File: src/rtl/rhythm_controller.sv
// Beat-analysis sequencer: discards the first RR interval, learns a baseline,
// then classifies each beat as brady/tachy/irregular and raises asystole/alarm.
module rhythm_controller #(
  parameter int unsigned LEARN_BEATS = 8,
  parameter int unsigned TOL_SHIFT   = 3,
  parameter int unsigned BRADY_MS    = 1500,
  parameter int unsigned TACHY_MS    = 500,
  parameter int unsigned ASYS_MS     = 3000,
  parameter int unsigned IRR_LIMIT   = 3
) (
  input  logic        clk_div,
  input  logic        rst_n,
  input  logic        enable,
  input  logic [11:0] rr_interval_ms,
  input  logic        new_rr_pulse,
  output logic [1:0]  state,
  output logic [11:0] baseline_ms,
  output logic        beat_valid,
  output logic        brady,
  output logic        tachy,
  output logic        irregular,
  output logic [2:0]  irr_count,
  output logic        asystole,
  output logic        alarm
);

  typedef enum logic [1:0] {
    ST_IDLE    = 2'd0,
    ST_ARM     = 2'd1,
    ST_LEARN   = 2'd2,
    ST_MONITOR = 2'd3
  } state_e;

  localparam int unsigned LEARN_LOG2 = $clog2(LEARN_BEATS);
  localparam logic [4:0]  LAST_CNT   = 5'(LEARN_BEATS - 1);
  localparam logic [11:0] ASYS_LIM   = 12'(ASYS_MS);
  localparam logic [11:0] BRADY_LIM  = 12'(BRADY_MS);
  localparam logic [11:0] TACHY_LIM  = 12'(TACHY_MS);
  localparam logic [2:0]  IRR_LIM    = 3'(IRR_LIMIT);
  localparam logic [11:0] RR_SAT     = '1;

  state_e      state_q, state_d;
  logic [15:0] sum_q, sum_d;
  logic [4:0]  cnt_q, cnt_d;
  logic [11:0] timer_q, timer_d;
  logic [11:0] baseline_q, baseline_d;
  logic        beat_valid_q, beat_valid_d;
  logic        brady_q, brady_d;
  logic        tachy_q, tachy_d;
  logic        irregular_q, irregular_d;
  logic [2:0]  irr_count_q, irr_count_d;
  logic        asystole_q, asystole_d;
  logic        alarm_q, alarm_d;

  logic [15:0] sum_acc;
  logic [11:0] rr_diff;
  logic [11:0] tol;
  logic        beat_irr;
  logic [11:0] base_track;
  logic [11:0] timer_next;
  logic        timed_out;

  always_comb begin
    sum_acc    = sum_q + {4'd0, rr_interval_ms};
    rr_diff    = (rr_interval_ms >= baseline_q) ? (rr_interval_ms - baseline_q)
                                                : (baseline_q - rr_interval_ms);
    tol        = baseline_q >> TOL_SHIFT;
    beat_irr   = rr_diff > tol;
    base_track = baseline_q - (baseline_q >> 3) + (rr_interval_ms >> 3);
    // Timer saturates at the limit, so timed_out stays true while silent.
    timer_next = (timer_q == ASYS_LIM) ? timer_q : timer_q + 12'd1;
    timed_out  = (timer_next == ASYS_LIM);

    state_d      = state_q;
    sum_d        = sum_q;
    cnt_d        = cnt_q;
    timer_d      = timer_q;
    baseline_d   = baseline_q;
    beat_valid_d = 1'b0;
    brady_d      = brady_q;
    tachy_d      = tachy_q;
    irregular_d  = irregular_q;
    irr_count_d  = irr_count_q;
    asystole_d   = asystole_q;

    if (!enable) begin
      state_d     = ST_IDLE;
      sum_d       = '0;
      cnt_d       = '0;
      timer_d     = '0;
      baseline_d  = '0;
      brady_d     = 1'b0;
      tachy_d     = 1'b0;
      irregular_d = 1'b0;
      irr_count_d = '0;
      asystole_d  = 1'b0;
    end else begin
      unique case (state_q)
        ST_IDLE: state_d = ST_ARM;
        ST_ARM: begin
          if (new_rr_pulse) begin
            state_d    = ST_LEARN;
            sum_d      = '0;
            cnt_d      = '0;
            timer_d    = '0;
            asystole_d = 1'b0;
          end
        end
        ST_LEARN: begin
          if (new_rr_pulse) begin
            timer_d    = '0;
            asystole_d = 1'b0;
            if (rr_interval_ms == RR_SAT) begin
              sum_d = '0;
              cnt_d = '0;
            end else if (cnt_q == LAST_CNT) begin
              baseline_d = 12'(sum_acc >> LEARN_LOG2);
              sum_d      = '0;
              cnt_d      = '0;
              state_d    = ST_MONITOR;
            end else begin
              sum_d = sum_acc;
              cnt_d = cnt_q + 5'd1;
            end
          end else begin
            timer_d = timer_next;
            if (timed_out) begin
              asystole_d = 1'b1;
              state_d    = ST_ARM;
              sum_d      = '0;
              cnt_d      = '0;
              timer_d    = '0;
            end
          end
        end
        ST_MONITOR: begin
          if (new_rr_pulse) begin
            timer_d      = '0;
            asystole_d   = 1'b0;
            beat_valid_d = 1'b1;
            brady_d      = rr_interval_ms > BRADY_LIM;
            tachy_d      = rr_interval_ms < TACHY_LIM;
            irregular_d  = beat_irr;
            if (beat_irr) begin
              irr_count_d = (irr_count_q == 3'd7) ? 3'd7 : irr_count_q + 3'd1;
            end else begin
              irr_count_d = '0;
              baseline_d  = base_track;
            end
          end else begin
            timer_d = timer_next;
            if (timed_out) asystole_d = 1'b1;
          end
        end
        default: state_d = ST_IDLE;
      endcase
    end

    alarm_d = asystole_d | (irr_count_d >= IRR_LIM);
  end

  always_ff @(posedge clk_div) begin
    if (!rst_n) begin
      state_q      <= ST_IDLE;
      sum_q        <= '0;
      cnt_q        <= '0;
      timer_q      <= '0;
      baseline_q   <= '0;
      beat_valid_q <= 1'b0;
      brady_q      <= 1'b0;
      tachy_q      <= 1'b0;
      irregular_q  <= 1'b0;
      irr_count_q  <= '0;
      asystole_q   <= 1'b0;
      alarm_q      <= 1'b0;
    end else begin
      state_q      <= state_d;
      sum_q        <= sum_d;
      cnt_q        <= cnt_d;
      timer_q      <= timer_d;
      baseline_q   <= baseline_d;
      beat_valid_q <= beat_valid_d;
      brady_q      <= brady_d;
      tachy_q      <= tachy_d;
      irregular_q  <= irregular_d;
      irr_count_q  <= irr_count_d;
      asystole_q   <= asystole_d;
      alarm_q      <= alarm_d;
    end
  end

  assign state       = state_q;
  assign baseline_ms = baseline_q;
  assign beat_valid  = beat_valid_q;
  assign brady       = brady_q;
  assign tachy       = tachy_q;
  assign irregular   = irregular_q;
  assign irr_count   = irr_count_q;
  assign asystole    = asystole_q;
  assign alarm       = alarm_q;

endmodule
File: config.mk
export PLATFORM = sky130hd
export DESIGN_NAME = rhythm_controller
export DESIGN_NICKNAME = d
export VERILOG_FILES = /design/src/rtl/rhythm_controller.sv
export SDC_FILE = /design/constraint.sdc
export NUM_CORES = 1
export LEC_CHECK = 0
export ABC_AREA = 0
export CAP_MARGIN = 20
export CELL_PAD_IN_SITES_DETAIL_PLACEMENT = 2
export CELL_PAD_IN_SITES_GLOBAL_PLACEMENT = 2
export CORE_UTILIZATION = 39
export DETAILED_ROUTE_END_ITERATION = 12
export GPL_TIMING_DRIVEN = 1
export PLACE_DENSITY_LB_ADDON = 0.1
export SYNTH_ARGS = -nofsm -noshare
export SYNTH_HDL_FRONTEND = slang
export SYNTH_SLANG_ARGS = --single-unit
File: constraint.sdc
create_clock -name clk_div -period 9.15 [get_ports clk_div]
set_clock_uncertainty 0.1 [all_clocks]
set_input_delay 1.83 -clock clk_div [delete_from_list [all_inputs] [get_ports clk_div]]
set_output_delay 1.83 -clock clk_div [all_outputs]
set_load 0.1 [all_outputs]
==> out/metrics.csv <==
metric,value,unit
setup_viol,0,
ant_nets,0,
power,618,uW
r2r-start,baseline_ms[1],
tightest_slew,1.04,ns
viasPerCell,5.91,
end_kind,flop,
netlist_area,5430,um2
globalplace.congestion,0.947,
cap_violations,0,
initial_core_util,0.405,
rows,42,
synth.area.top_cells,"dfxtp_1 (20%), ha_1 (15%), a21oi_1 (6.6%), nor2_1 (5.1%), fa_1 (4.4%)",
leakagePower,0.00239,uW
dieArea,14400,um2
grt_max_degree,43,
period_minus_slack,7.86,ns
ios,39,
die_w,120,um
fin_nets,811,
cts_tree,yes,
drv_slew,0,
overflow,0,
grt_pass1_wl,31200,um
cts_made_buffers,5,
async_reset_ff_frac,0,
critPathKind,in2reg,
drtIter0Drc,194,
fp.dieH,120,um
startpoint_type,input pin,
rsz0062_at_grt,false,
syn2layout_area_growth,12.1,%
cp_max_fo,15,
ys_warn_count,0,
cts_setup_buffers,0,
clkLatencyLatePin,0.31,ns
wire_per_inst,21.7,um
htree_num_levels,2,
syn_avg_cell_area,7.76,um2
ctsHoldBuffers,0,
timing.rr.end,baseline_ms[11],
rrSetupSlack,2.98,ns
finalSetupTns,0,ns
num_vias,5287,
core-area,13400,um2
synth_edf_count,0,
n_fill_cell,1562,
drive_gt1_frac,0.0362,
fmax,0.127,GHz
grt_usage,0.277,
clk_pin_slew,0.08,ns
port_buffers,38,
outcome,completed,
antenna_found_initial,0,
drc,0,
hpwl,15300,um
startpoint,rr_interval_ms[0],
slew_headroom,0.306,
ff2ff_path_depth,19,
vdd_drop_max,0.0813,mV
ys.flop_type,dfxtp_1,
critical_path_required,9.22,ns
post-synth-top-area-cell,dfxtp_1,
netlist.area_leader.share,0.203,
synthCells,699,
power_density,102,nW/um2
cp_data_arrival_time,7.92,ns
clockBufferDepth,2,
period_share,0.859,
clock_sinks,55,
min_path_cells,2,
syn_nets,793,
first_global_vias,5712,
cp-endpoint,baseline_ms[11],
antenna_cells,0,
root_buffer,clkbuf_16,
seq_area_frac_synth,0.203,
postCtsResizedCells,0,
hold_class,reg2reg,
hold_viol_final,0,
first_pass_iters,4,
synth.distinct_cells,69,
wl,19400,um
synth_seq_cells,55,
-- flip-flops by register name (all words and copies together) (netlist names) --
register / flops
sum_q: 15
baseline_ms: 12
timer_q: 12
cnt_q: 5
irr_count: 3
state: 2
alarm: 1
asystole: 1
beat_valid: 1
brady: 1
irregular: 1
tachy: 1
-- per-layer routing --
metal  part of all wire  track usage  vias up
li1                   -            -     2521
met1               0.48        0.366     2676
met2               0.48        0.481       73
met3              0.025       0.0309       17
met4              0.014       0.0555        0
met5                  0            0        -
-- how the worst min path moves through the flow --
stage / start / to
final: irregular / irregular
after global routing: irregular / irregular
after CTS: irregular / irregular
after detailed placement: irregular / irregular
after global placement: irregular / irregular
after floorplan: sum_q[10] / sum_q[10]
-- layout by cell type (no fill, tap or decap), types with 6 or more instances in the layout --
| cell | instances |
|---|---|
| nand2b_1 | 7 |
| mux2i_1 | 13 |
| o21ai_0 | 33 |
| nor3_1 | 26 |
| ha_1 | 66 |
| and2_1 | 9 |
| inv_1 | 63 |
| xnor2_1 | 16 |
| a31oi_1 | 11 |
| nand3_1 | 14 |
| nand4_1 | 6 |
| dfxtp_1 | 55 |
| nand2_1 | 39 |
| fa_1 | 12 |
| clkdlybuf4s50_1 | 38 |
| o211ai_1 | 6 |
| nor2_1 | 73 |
| a21o_1 | 14 |
| o31ai_1 | 8 |
| xor2_1 | 15 |
| o21ai_1 | 8 |
| a22oi_1 | 10 |
| a21oi_1 | 72 |
| nor2b_1 | 9 |
-- area by class of cell --
cell class / instances / area, um2 / area share
multi-input combinational: 549 / 3940 / 0.648
sequential: 55 / 1100 / 0.181
timing repair buffer: 42 / 410 / 0.0675
clock inverter: 2 / 38.8 / 0.00638
inverter: 64 / 240 / 0.0395
tap: 176 / 220 / 0.0362
clock buffer: 6 / 129 / 0.0212
-- report_power, final --
part | switching [uW] | internal [uW]
sequential | 0.818 | 240
clock | 99.5 | 131
combinational | 93.8 | 53.1
-- Yosys cell counts, drive strengths merged, types with 6 or more instances --
cell / instances
and2: 10
nand2: 39
nor3: 26
a31oi: 11
a22oi: 10
ha: 66
a2111oi: 8
nor2: 73
fa: 12
dfxtp: 55
a21o: 14
o21ai: 41
xor2: 15
clkbuf: 25
a21oi: 73
o31ai: 8
o211ai: 6
nand4: 6
xnor2: 16
nand3: 14
mux2i: 13
nand2b: 7
buf: 6
inv: 63
nor2b: 9
-- worst max-delay path, cell delays in order --
cell and delay, ns:
clkdlybuf4s50_1 0.52, inv_1 0.13, ha_1 0.18, inv_1 0.06, fa_1 0.40, a21o_1 0.19
a21oi_2 0.19, a2111oi_2 0.11, a2111oi_4 0.94, mux2i_1 0.27, a31o_2 0.33, a31oi_1 0.22
xnor2_1 0.16, ha_1 0.27, nand3_1 0.11, a21oi_1 0.07, o31ai_1 0.29, nand2_1 0.09
mux2_1 0.39, o41ai_4 0.72, a311o_1 0.35, o41ai_2 0.09
-- cell families after synthesis --
logic type                 Yosys count  synth area share
xor gates and xnor gates            31            0.0500
adders and majority gates           78             0.196
AOI/OAI and AO/OA                  207             0.254
DFF                                 55             0.203
and+or+nand+nor                    218             0.197
buffers and inverters               95            0.0706
muxes                               15            0.0281
-- metrics by stage --
step	area (um2)	utilization	hold WS (ns)	cells	setup WS, ns
after floorplan	5430	-	0.358	699	2.82
after global placement	5910	0.441	0.358	885	1.39
after detailed placement	5910	0.441	0.364	885	1.11
after CTS	6070	0.453	0.382	893	1.36
after global routing	6080	0.454	0.410	894	0.962
final	6080	0.454	0.377	894	1.29
(Power assumes the default switching activity.)
